--- src/rtl/conv2d_mem_arbiter.sv ---
// conv2d_mem_arbiter: shares one IO-DMem request/response port between two
// requesters (0 = conv2D accelerator, 1 = second bus master).
// Reads are granted round-robin per beat. Writes are granted round-robin per
// transaction and held until both the address and data handshakes complete.
// Responses are steered back in issue order by 1-bit owner ID FIFOs.
//
// Ports:
//   clk, rst                      clock, synchronous active-high reset
//   s_rd_addr*/s_rd_data*         requester read channels (packed x2)
//   s_wr_addr*/s_wr_data*/s_wr_resp*  requester write channels (packed x2)
//   m_rd_addr*/m_rd_data*         downstream read channels
//   m_wr_addr*/m_wr_data*/m_wr_resp*  downstream write channels

// Owner ID FIFO: 2^LOGDEPTH entries of 1 bit; a push is refused while full
// even if a pop happens in the same cycle.
module conv2d_mem_arbiter_id_fifo #(
    parameter int unsigned LOGDEPTH = 3
) (
    input  logic clk,
    input  logic rst,
    input  logic push,
    input  logic pop,
    input  logic din,
    output logic dout,
    output logic full,
    output logic empty
);
    localparam int unsigned DEPTH = 1 << LOGDEPTH;
    localparam int unsigned CW    = LOGDEPTH + 1;

    logic [DEPTH-1:0]    mem;
    logic [LOGDEPTH-1:0] wr_ptr;
    logic [LOGDEPTH-1:0] rd_ptr;
    logic [CW-1:0]       count;
    logic                do_push;
    logic                do_pop;

    assign full    = (count == CW'(DEPTH));
    assign empty   = (count == '0);
    assign do_push = push & ~full;
    assign do_pop  = pop & ~empty;
    assign dout    = mem[rd_ptr];

    // Storage needs no reset; occupancy is tracked by count.
    always_ff @(posedge clk) begin
        if (do_push) begin
            mem[wr_ptr] <= din;
        end
    end

    always_ff @(posedge clk) begin
        if (rst) begin
            wr_ptr <= '0;
            rd_ptr <= '0;
            count  <= '0;
        end else begin
            if (do_push) begin
                wr_ptr <= wr_ptr + 1'b1;
            end
            if (do_pop) begin
                rd_ptr <= rd_ptr + 1'b1;
            end
            case ({do_push, do_pop})
                2'b10:   count <= count + 1'b1;
                2'b01:   count <= count - 1'b1;
                default: count <= count;
            endcase
        end
    end
endmodule

module conv2d_mem_arbiter #(
    parameter int unsigned AWIDTH   = 32,
    parameter int unsigned DWIDTH   = 32,
    parameter int unsigned LOGDEPTH = 3
) (
    input  logic                clk,
    input  logic                rst,
    input  logic [2*AWIDTH-1:0] s_rd_addr,
    input  logic [1:0]          s_rd_addr_valid,
    output logic [1:0]          s_rd_addr_ready,
    output logic [DWIDTH-1:0]   s_rd_data,
    output logic [1:0]          s_rd_data_valid,
    input  logic [2*AWIDTH-1:0] s_wr_addr,
    input  logic [2*DWIDTH-1:0] s_wr_data,
    input  logic [1:0]          s_wr_addr_valid,
    input  logic [1:0]          s_wr_data_valid,
    output logic [1:0]          s_wr_addr_ready,
    output logic [1:0]          s_wr_data_ready,
    output logic                s_wr_resp,
    output logic [1:0]          s_wr_resp_valid,
    output logic [AWIDTH-1:0]   m_rd_addr,
    output logic                m_rd_addr_valid,
    input  logic                m_rd_addr_ready,
    input  logic [DWIDTH-1:0]   m_rd_data,
    input  logic                m_rd_data_valid,
    output logic [AWIDTH-1:0]   m_wr_addr,
    output logic                m_wr_addr_valid,
    input  logic                m_wr_addr_ready,
    output logic [DWIDTH-1:0]   m_wr_data,
    output logic                m_wr_data_valid,
    input  logic                m_wr_data_ready,
    input  logic                m_wr_resp,
    input  logic                m_wr_resp_valid
);
    typedef enum logic {
        WR_IDLE = 1'b0,
        WR_BUSY = 1'b1
    } wr_state_e;

    // ---------------- read path ----------------
    logic rd_last;
    logic rd_grant;
    logic rd_accept;
    logic rd_fire;
    logic rd_ret;
    logic rd_full;
    logic rd_empty;
    logic rd_head;

    // Prefer the requester that did not win last; fall back to the other.
    assign rd_grant  = s_rd_addr_valid[~rd_last] ? ~rd_last : rd_last;
    assign m_rd_addr = rd_grant ? s_rd_addr[2*AWIDTH-1:AWIDTH] : s_rd_addr[AWIDTH-1:0];
    assign m_rd_addr_valid = ~rst & (|s_rd_addr_valid) & ~rd_full;
    assign rd_accept = ~rst & m_rd_addr_ready & ~rd_full;
    assign s_rd_addr_ready = rd_grant ? {rd_accept, 1'b0} : {1'b0, rd_accept};
    assign rd_fire   = m_rd_addr_valid & m_rd_addr_ready;

    // Responses with no outstanding ID are dropped.
    assign s_rd_data       = m_rd_data;
    assign rd_ret          = ~rst & m_rd_data_valid & ~rd_empty;
    assign s_rd_data_valid = rd_head ? {rd_ret, 1'b0} : {1'b0, rd_ret};

    always_ff @(posedge clk) begin
        if (rst) begin
            rd_last <= 1'b1;
        end else if (rd_fire) begin
            rd_last <= rd_grant;
        end
    end

    conv2d_mem_arbiter_id_fifo #(.LOGDEPTH(LOGDEPTH)) u_rd_id (
        .clk   (clk),
        .rst   (rst),
        .push  (rd_fire),
        .pop   (m_rd_data_valid),
        .din   (rd_grant),
        .dout  (rd_head),
        .full  (rd_full),
        .empty (rd_empty)
    );

    // ---------------- write path ----------------
    wr_state_e wr_state;
    wr_state_e wr_state_next;
    logic      wr_last;
    logic      wr_last_next;
    logic      wr_owner;
    logic      wr_owner_next;
    logic      aw_done;
    logic      aw_done_next;
    logic      w_done;
    logic      w_done_next;
    logic      wr_grant;
    logic      wr_push;
    logic      aw_fire;
    logic      w_fire;
    logic      wr_full;
    logic      wr_empty;
    logic      wr_head;
    logic      wr_ret;

    assign wr_grant  = s_wr_addr_valid[~wr_last] ? ~wr_last : wr_last;
    assign m_wr_addr = wr_owner ? s_wr_addr[2*AWIDTH-1:AWIDTH] : s_wr_addr[AWIDTH-1:0];
    assign m_wr_data = wr_owner ? s_wr_data[2*DWIDTH-1:DWIDTH] : s_wr_data[DWIDTH-1:0];

    always_ff @(posedge clk) begin
        if (rst) begin
            wr_state <= WR_IDLE;
            wr_last  <= 1'b1;
            wr_owner <= 1'b0;
            aw_done  <= 1'b0;
            w_done   <= 1'b0;
        end else begin
            wr_state <= wr_state_next;
            wr_last  <= wr_last_next;
            wr_owner <= wr_owner_next;
            aw_done  <= aw_done_next;
            w_done   <= w_done_next;
        end
    end

    // Write FSM: grant in IDLE, then hold the owner until address and data
    // have both been accepted (in either order, or together).
    always_comb begin
        wr_state_next   = wr_state;
        wr_last_next    = wr_last;
        wr_owner_next   = wr_owner;
        aw_done_next    = aw_done;
        w_done_next     = w_done;
        wr_push         = 1'b0;
        aw_fire         = 1'b0;
        w_fire          = 1'b0;
        m_wr_addr_valid = 1'b0;
        m_wr_data_valid = 1'b0;
        s_wr_addr_ready = 2'b00;
        s_wr_data_ready = 2'b00;

        case (wr_state)
            WR_IDLE: begin
                if ((|s_wr_addr_valid) && !wr_full) begin
                    wr_owner_next = wr_grant;
                    aw_done_next  = 1'b0;
                    w_done_next   = 1'b0;
                    wr_state_next = WR_BUSY;
                end
            end
            WR_BUSY: begin
                m_wr_addr_valid = s_wr_addr_valid[wr_owner] & ~aw_done;
                m_wr_data_valid = s_wr_data_valid[wr_owner] & ~w_done;
                // Ready is withheld once a half is done so the owner cannot
                // see a phantom second acceptance.
                s_wr_addr_ready[wr_owner] = m_wr_addr_ready & ~aw_done;
                s_wr_data_ready[wr_owner] = m_wr_data_ready & ~w_done;
                aw_fire      = m_wr_addr_valid & m_wr_addr_ready;
                w_fire       = m_wr_data_valid & m_wr_data_ready;
                aw_done_next = aw_done | aw_fire;
                w_done_next  = w_done | w_fire;
                if (aw_done_next && w_done_next) begin
                    wr_push       = 1'b1;
                    wr_last_next  = wr_owner;
                    wr_state_next = WR_IDLE;
                end
            end
            default: wr_state_next = WR_IDLE;
        endcase

        if (rst) begin
            wr_push         = 1'b0;
            m_wr_addr_valid = 1'b0;
            m_wr_data_valid = 1'b0;
            s_wr_addr_ready = 2'b00;
            s_wr_data_ready = 2'b00;
        end
    end

    assign s_wr_resp       = m_wr_resp;
    assign wr_ret          = ~rst & m_wr_resp_valid & ~wr_empty;
    assign s_wr_resp_valid = wr_head ? {wr_ret, 1'b0} : {1'b0, wr_ret};

    conv2d_mem_arbiter_id_fifo #(.LOGDEPTH(LOGDEPTH)) u_wr_id (
        .clk   (clk),
        .rst   (rst),
        .push  (wr_push),
        .pop   (m_wr_resp_valid),
        .din   (wr_owner),
        .dout  (wr_head),
        .full  (wr_full),
        .empty (wr_empty)
    );
endmodule

--- config.mk ---
export PLATFORM = sky130hd
export DESIGN_NAME = conv2d_mem_arbiter
export DESIGN_NICKNAME = d
export VERILOG_FILES = /design/src/rtl/conv2d_mem_arbiter.sv
export SDC_FILE = /design/constraint.sdc
export NUM_CORES = 1
export LEC_CHECK = 0
export ABC_AREA = 1
export CAP_MARGIN = 30
export CORE_AREA = 5 5 144 146
export DETAILED_ROUTE_END_ITERATION = 6
export DIE_AREA = 0 0 149 151
export SYNTH_ARGS = -nofsm -noshare
export SYNTH_HDL_FRONTEND = slang
export SYNTH_HIERARCHICAL = 1
export SYNTH_SLANG_ARGS = --single-unit
--- constraint.sdc ---
create_clock -name clk -period 2.9 [get_ports clk]
set_input_delay 0.29 -clock clk [delete_from_list [all_inputs] [get_ports clk]]
set_output_delay 0.29 -clock clk [all_outputs]
set_load 0.005 [all_outputs]
==> results.cfg, run 1 <==
[power_and_ir_drop]
p_per_area_mw_per_mm2 = 511.9
swShare = 0.3977
ir_worst_vdd_mv = 0.2758
internal_power_mw = 2.214
pwr-share-comb = 0.624
switching_power_mw = 1.462
leakagePower_nw = 3.281
sequentialPowerShare = 0.232
p_clk_frac = 0.144

[critical_path]
cp-end-kind = register
required_ns = 3.08
cp-startpoint = wr_owner
worst_setup_path_start_kind = register
cp_num_buf_inv = 2
path_cells = inv_4 > nand2_1 > nand4_1 > nand2_1 > nand3_2 > nor2_1 > nand2_4 > ha_1 > ha_1 > or2_2 > nand3_1 > nand3_1 > nand2_1 > inv_1
crit_arrival_ns = 2.73
crit_slowest_cell = dfxtp_2
max_stage_delay_ns = 0.49
cpMostUsedCell = nand2_1
path_max_fanout = 13
path_delay_family = simple AND/OR/NAND/NOR gates
timing.rr.start = wr_owner
critPathKind = register to register

[cts]
cts_hold_buf = 0
clkLatencyLatePin_ns = 0.28
cts-root-buf = clkbuf_16
post_cts_buffers = 0
cts_tree = yes
cts.reportedPaths.clkPinSlew_ns = 0.06
cts_max_path_buffers = 2
htree_num_levels = 2
cts_buffers = 5
cts_resized = 0
clock-sinks = 42

[sta]
rsz0062_at_grt = false
fin_worst_skew_ns = 0.007307
fmax_mhz = 391.6
drv_slew = 0
setup_tns_ns = 0
period_share = 0.8806
setup_viol = 0
final_hold_viol_count = 0
period_minus_slack_ns = 2.554
max-slew-margin-rel = 0.6059
finalHoldWorstSlack_ns = 0.4652
worst_pin_slew_ns = 0.5912

[yosys]
ys_seq_area_frac = 0.2592
synthAdderAreaFrac = 0.04277
synth_seq_cells = 42
synth_xor_area_frac = 0.01134
synth_edf_count = 16
yosys.area.top_type = nand2_1
synth_top_family_by_area = simple AND/OR/NAND/NOR gates
avgSynthCellArea_sq_um = 5.877
syn_area_sq_mm = 0.003861
synth_simple_gate_area_share = 0.4741
synth_cells = 657
synth_compound_area_frac = 0.06222
ys_warn_count = 6
synth_async_sr_flop_share = 0
yosys-top-cells-count = nand2_1, nor2_1, inv_1
synthMuxAreaShare = 0
synth_cell_types = 31
synth_top_area_share = 0.3334
synth_most_common_cell = nand2_1
ys_top_cells_by_area = nand2_1, dfxtp_1, edfxtp_1
ys.flop_type = dfxtp_1
syn_nets = 907

[route]
wl_met1_mm = 6.561
drt-total-wl_mm = 17.18
via_per_inst = 3.904
firstDrtPassIters = 4
routedWlPerCell_um = 14.28
vias = 4696
dr_wl_met2_mm = 8.823
wl_met3_mm = 1.410
routed.top_layer = met4
drc = 0
ant_nets = 0
detail_route.iter0.violations = 212

[floorplanning]
start_util = 0.2004
dieHeight_um = 151
die_area_sq_mm = 0.02250
num_io_pins = 380
core_area_sq_mm = 0.01927
dieWidth_um = 149
num_rows = 51

[final_layout]
nFillCells = 2103
drive_gt1_frac = 0.05561
area_delta_synth_final_pct = 86.00
nNetsFinal = 1184

[flow_run]
drv_cap = 0

[placed_design]
dp_hpwl_mm = 14.67
place_congestion = 0.8205
portBuffers = 313

[run_status]
status = completed

[grt]
first_global_vias = 4718
antenna_found_initial = 3
grt_max_degree = 60
grt_overflow = 0
grt_pass1_wl_mm = 25.44
grtUsageTotal = 0.1441

[min_path]
hp-start = w_done
hold_class = register to register
[routing by layer]
layer | vias to the layer above | GRT usage
li1 | 2533 | -
met1 | 1993 | 0.1595
met2 | 156 | 0.2609
met3 | 14 | 0.04698
met4 | 0 | 0.04668
met5 | - | 0
[metrics by stage]
| stage | worst slack (ns) | area, sq um | total power [mW] | utilization | cells |
|---|---|---|---|---|---|
| after CTS | 0.3135 | 7174 | 3.736 | 0.3723 | 1200 |
| after global placement | 0.1756 | 7033 | 3.170 | 0.3650 | 1192 |
| after detailed placement | 0.1457 | 7033 | 3.175 | 0.3650 | 1192 |
| final | 0.3464 | 7182 | 3.676 | 0.3727 | 1203 |
| after global routing | 0.1154 | 7182 | 4.026 | 0.3727 | 1203 |
| after floorplan | 0.4433 | 3861 | 2.048 | - | 657 |
[power by group through the flow]
stage / registers [mW] / clock network [mW] / logic (mW)
after floorplan: 0.827 / 0 / 1.22
after global placement: 0.866 / 0 / 2.30
after detailed placement: 0.867 / 0 / 2.31
after CTS: 0.855 / 0.549 / 2.33
after global routing: 0.874 / 0.576 / 2.58
final: 0.854 / 0.528 / 2.29
[kinds of logic (layout without fill, tap and decap cells)]
group,Yosys count,in the layout
fa+ha+maj,12,12
simple gates,446,446
buf+inv,107,385
flops,42,42
compound gates,45,45
other cells,0,3
xor+xnor,5,5
[worst paths after layout]
path         slack, ns                to  depth (start not counted)
max               0.35  u_wr_id/count[3]                         14
min               0.47            w_done                          2
max reg2reg       0.35  u_wr_id/count[3]                         14
min reg2reg       0.47            w_done                          2
[final cells by class]
class                           count  area, sq um  area share
Clock inverter                      3        16.27    0.002265
Antenna cell                        3        7.507    0.001045
Timing Repair Buffer              324         3216      0.4477
Multi-Input combinational cell    508         2280      0.3174
Inverter                           53        203.9     0.02840
Sequential cell                    42         1002      0.1395
Clock buffer                        5        125.1     0.01742
Tap cell                          265        331.6     0.04617
[state kept, by name, summed over array words and instances, names as in the netlist, 3 cells and up]
name	flops
u_wr_id/mem	8
u_rd_id/count	4
u_wr_id/count	4
u_rd_id/mem	8
u_wr_id/rd_ptr	3
u_rd_id/wr_ptr	3
u_rd_id/rd_ptr	3
u_wr_id/wr_ptr	3
[placed cells by master, fill, tap and decap left out]
master,Yosys,layout
nand3_1,13,13
a21oi_2,4,4
dfxtp_1,26,25
clkinv_2,0,1
a21oi_1,16,16
o21ai_0,23,23
edfxtp_1,16,16
fa_1,2,2
nand3b_1,2,2
clkinvlp_4,0,1
inv_2,5,5
nand3_2,5,5
xor2_1,3,3
inv_1,46,46
o21ai_1,2,2
clkdlybuf4s50_1,0,313
buf_4,38,11
ha_1,10,10
clkbuf_16,0,5
or2_2,1,1
nand2_2,7,7
clkinv_1,0,1
nor2_4,2,2
nand3_4,2,2
or2_1,1,1
xnor2_1,2,2
diode_2,0,3
nor2_1,59,59
nor3_1,5,5
inv_4,2,2
nand2_1,343,343
nand2_4,3,3
nand4_1,1,1
nor2_2,2,2
dfxtp_2,0,1
[worst min-delay path: stages, from the launching register on]
cell     delay [ns]
dfxtp_1        0.31
nand2_1        0.06
a21oi_1        0.06
No activity file was read; power rests on OpenSTA's default activity.
==> inputs of run 2 (changes only) <==
--- a/config.mk
+++ b/config.mk
@@ -10,6 +10,7 @@
 export CORE_AREA = 5 5 144 146
 export DETAILED_ROUTE_END_ITERATION = 6
 export DIE_AREA = 0 0 149 151
+export GPL_TIMING_DRIVEN = 1
 export SYNTH_ARGS = -nofsm -noshare
 export SYNTH_HDL_FRONTEND = slang
 export SYNTH_HIERARCHICAL = 1
==> results of run 2 <==
Final layout, timing and power as in run 1 (identical DEF).
==> inputs of run 3 (changes only) <==
==> constraint.sdc (replaced) <==
create_clock -name clk -period 2.9 [get_ports clk]
set_input_delay 0.435 -clock clk [delete_from_list [all_inputs] [get_ports clk]]
set_output_delay 0.435 -clock clk [all_outputs]
set_load 0.005 [all_outputs]
==> run 3 against run 2 <==
Die area is the same. Largest cell class unchanged. Critical endpoint is now m_rd_addr[21]. Highest routed layer unchanged. Sequential share of layout area shrank 0.053 points. Sequential power is essentially flat. Critical path type is now input pin to output port. Fmax shrank 4.3%.
==> results.cfg, run 3 (synthesis results as in run 1) <==
[cts]
cts-root-buf = clkbuf_16
cts_resized = 0
clock-sinks = 42
cts.reportedPaths.clkPinSlew_ns = 0.06
htree_num_levels = 2
cts_max_path_buffers = 2
cts_buffers = 5
cts_tree = yes
clkLatencyLatePin_ns = 0.28
post_cts_buffers = 0
cts_hold_buf = 0

[placed_design]
place_ws_ns = 0.04616
dp_hpwl_mm = 14.75
dpl-instance-area_sq_mm = 0.007038
dp_cells = 1191
portBuffers = 313
place_congestion = 0.8395

[sta]
drv_slew = 0
setup_tns_ns = 0
worst_pin_slew_ns = 0.5987
period_share = 0.9206
final_hold_viol_count = 0
fmax_mhz = 374.6
setup_viol = 0
max-slew-margin-rel = 0.6008
rsz0062_at_grt = false
fin_worst_skew_ns = 0.002661
fin_ws_ns = 0.2303
finalHoldWorstSlack_ns = 0.4691
period_minus_slack_ns = 2.670

[run_status]
status = completed

[min_path]
hold_class = register to register

[critical_path]
required_ns = 2.47
rrSetupSlack_ns = 0.43
worst_setup_path_start_kind = input pin
cp-end-kind = output port
crit_arrival_ns = 2.23
critPathKind = input pin to output port
path_max_fanout = 33

[floorplanning]
num_rows = 51
dieHeight_um = 151
core_area_sq_mm = 0.01927
num_io_pins = 380
start_util = 0.2004
die_area_sq_mm = 0.02250
dieWidth_um = 149

[route]
drt-total-wl_mm = 17.21
vias = 4683
drc = 0
routedWlPerCell_um = 14.33
firstDrtPassIters = 4
ant_nets = 0
detail_route.iter0.violations = 182
via_per_inst = 3.899

[final_layout]
post-route-util = 0.3741
largestRegisters = u_rd_id/mem (8), u_wr_id/mem (8)
nFillCells = 2096
drive_gt1_frac = 0.05460
layout_commonest_cell = nand2_1
final_cell_mix = nand2_1, clkdlybuf4s50_1, nor2_1
instances_no_fill = 1201
area_delta_synth_final_pct = 86.71
fin_area_sq_mm = 0.007209
nNetsFinal = 1183

[flow_run]
drv_cap = 0

[grt]
first_global_vias = 4640
grt_pass1_wl_mm = 25.25
grt_overflow = 0
grtUsageTotal = 0.1444
grt_max_degree = 60
antenna_found_initial = 2

[power_and_ir_drop]
power_mw = 3.765
leakagePower_nw = 3.290
ir_worst_vdd_mv = 0.2570
p_per_area_mw_per_mm2 = 522.2
[run 3: cell types whose count changed in the layout (fill, tap and decap cells not counted)]
cell and delta:
buf_12 +1, buf_4 -2, bufinv_16 +1, clkbuf_1 +1, clkinv_1 -1, clkinv_2 -1
diode_2 -1
[run 3: final cells by class]
cell class / count / area, sq um / share of cell area
sequential: 42 / 1002 / 0.1390
inverter: 53 / 203.9 / 0.02829
antenna: 2 / 5.005 / 0.0006942
clock buffer: 6 / 128.9 / 0.01788
tap: 265 / 331.6 / 0.04599
timing repair buffer: 323 / 3221 / 0.4467
multi-input combinational: 508 / 2280 / 0.3162
clock inverter: 2 / 37.54 / 0.005207
[run 3: layer usage]
| layer | GRT usage | up-vias | part of all wire |
|---|---|---|---|
| met5 | 0 | - | 0 |
| met4 | 0.02975 | 0 | 0.0092 |
| met3 | 0.04997 | 7 | 0.083 |
| met2 | 0.2734 | 150 | 0.54 |
| met1 | 0.1554 | 1993 | 0.37 |
| li1 | - | 2533 | - |
[run 3: where the power goes]
group | total [mW] | switching [mW] | internal, mW
Sequential | 0.853 | 0.132 | 0.721
Combinational | 2.29 | 1.10 | 1.18
Clock | 0.626 | 0.220 | 0.406
Total | 3.76 | 1.46 | 2.31
[run 3: worst paths after layout]
kind / start / to / cells past startpoint
max: s_rd_addr_valid[0] / m_rd_addr[21] / 7
min: w_done / w_done / 2
max reg2reg: wr_owner / u_wr_id/count[3] / 14
min reg2reg: w_done / w_done / 2
[run 3: worst max-delay path: stages]
cell and delay [ns]:
clkdlybuf4s50_1 0.48, or2_1 0.14, nand2_4 0.16, inv_4 0.30, nand2_1 0.10, nand2_1 0.09, clkdlybuf4s50_1 0.51
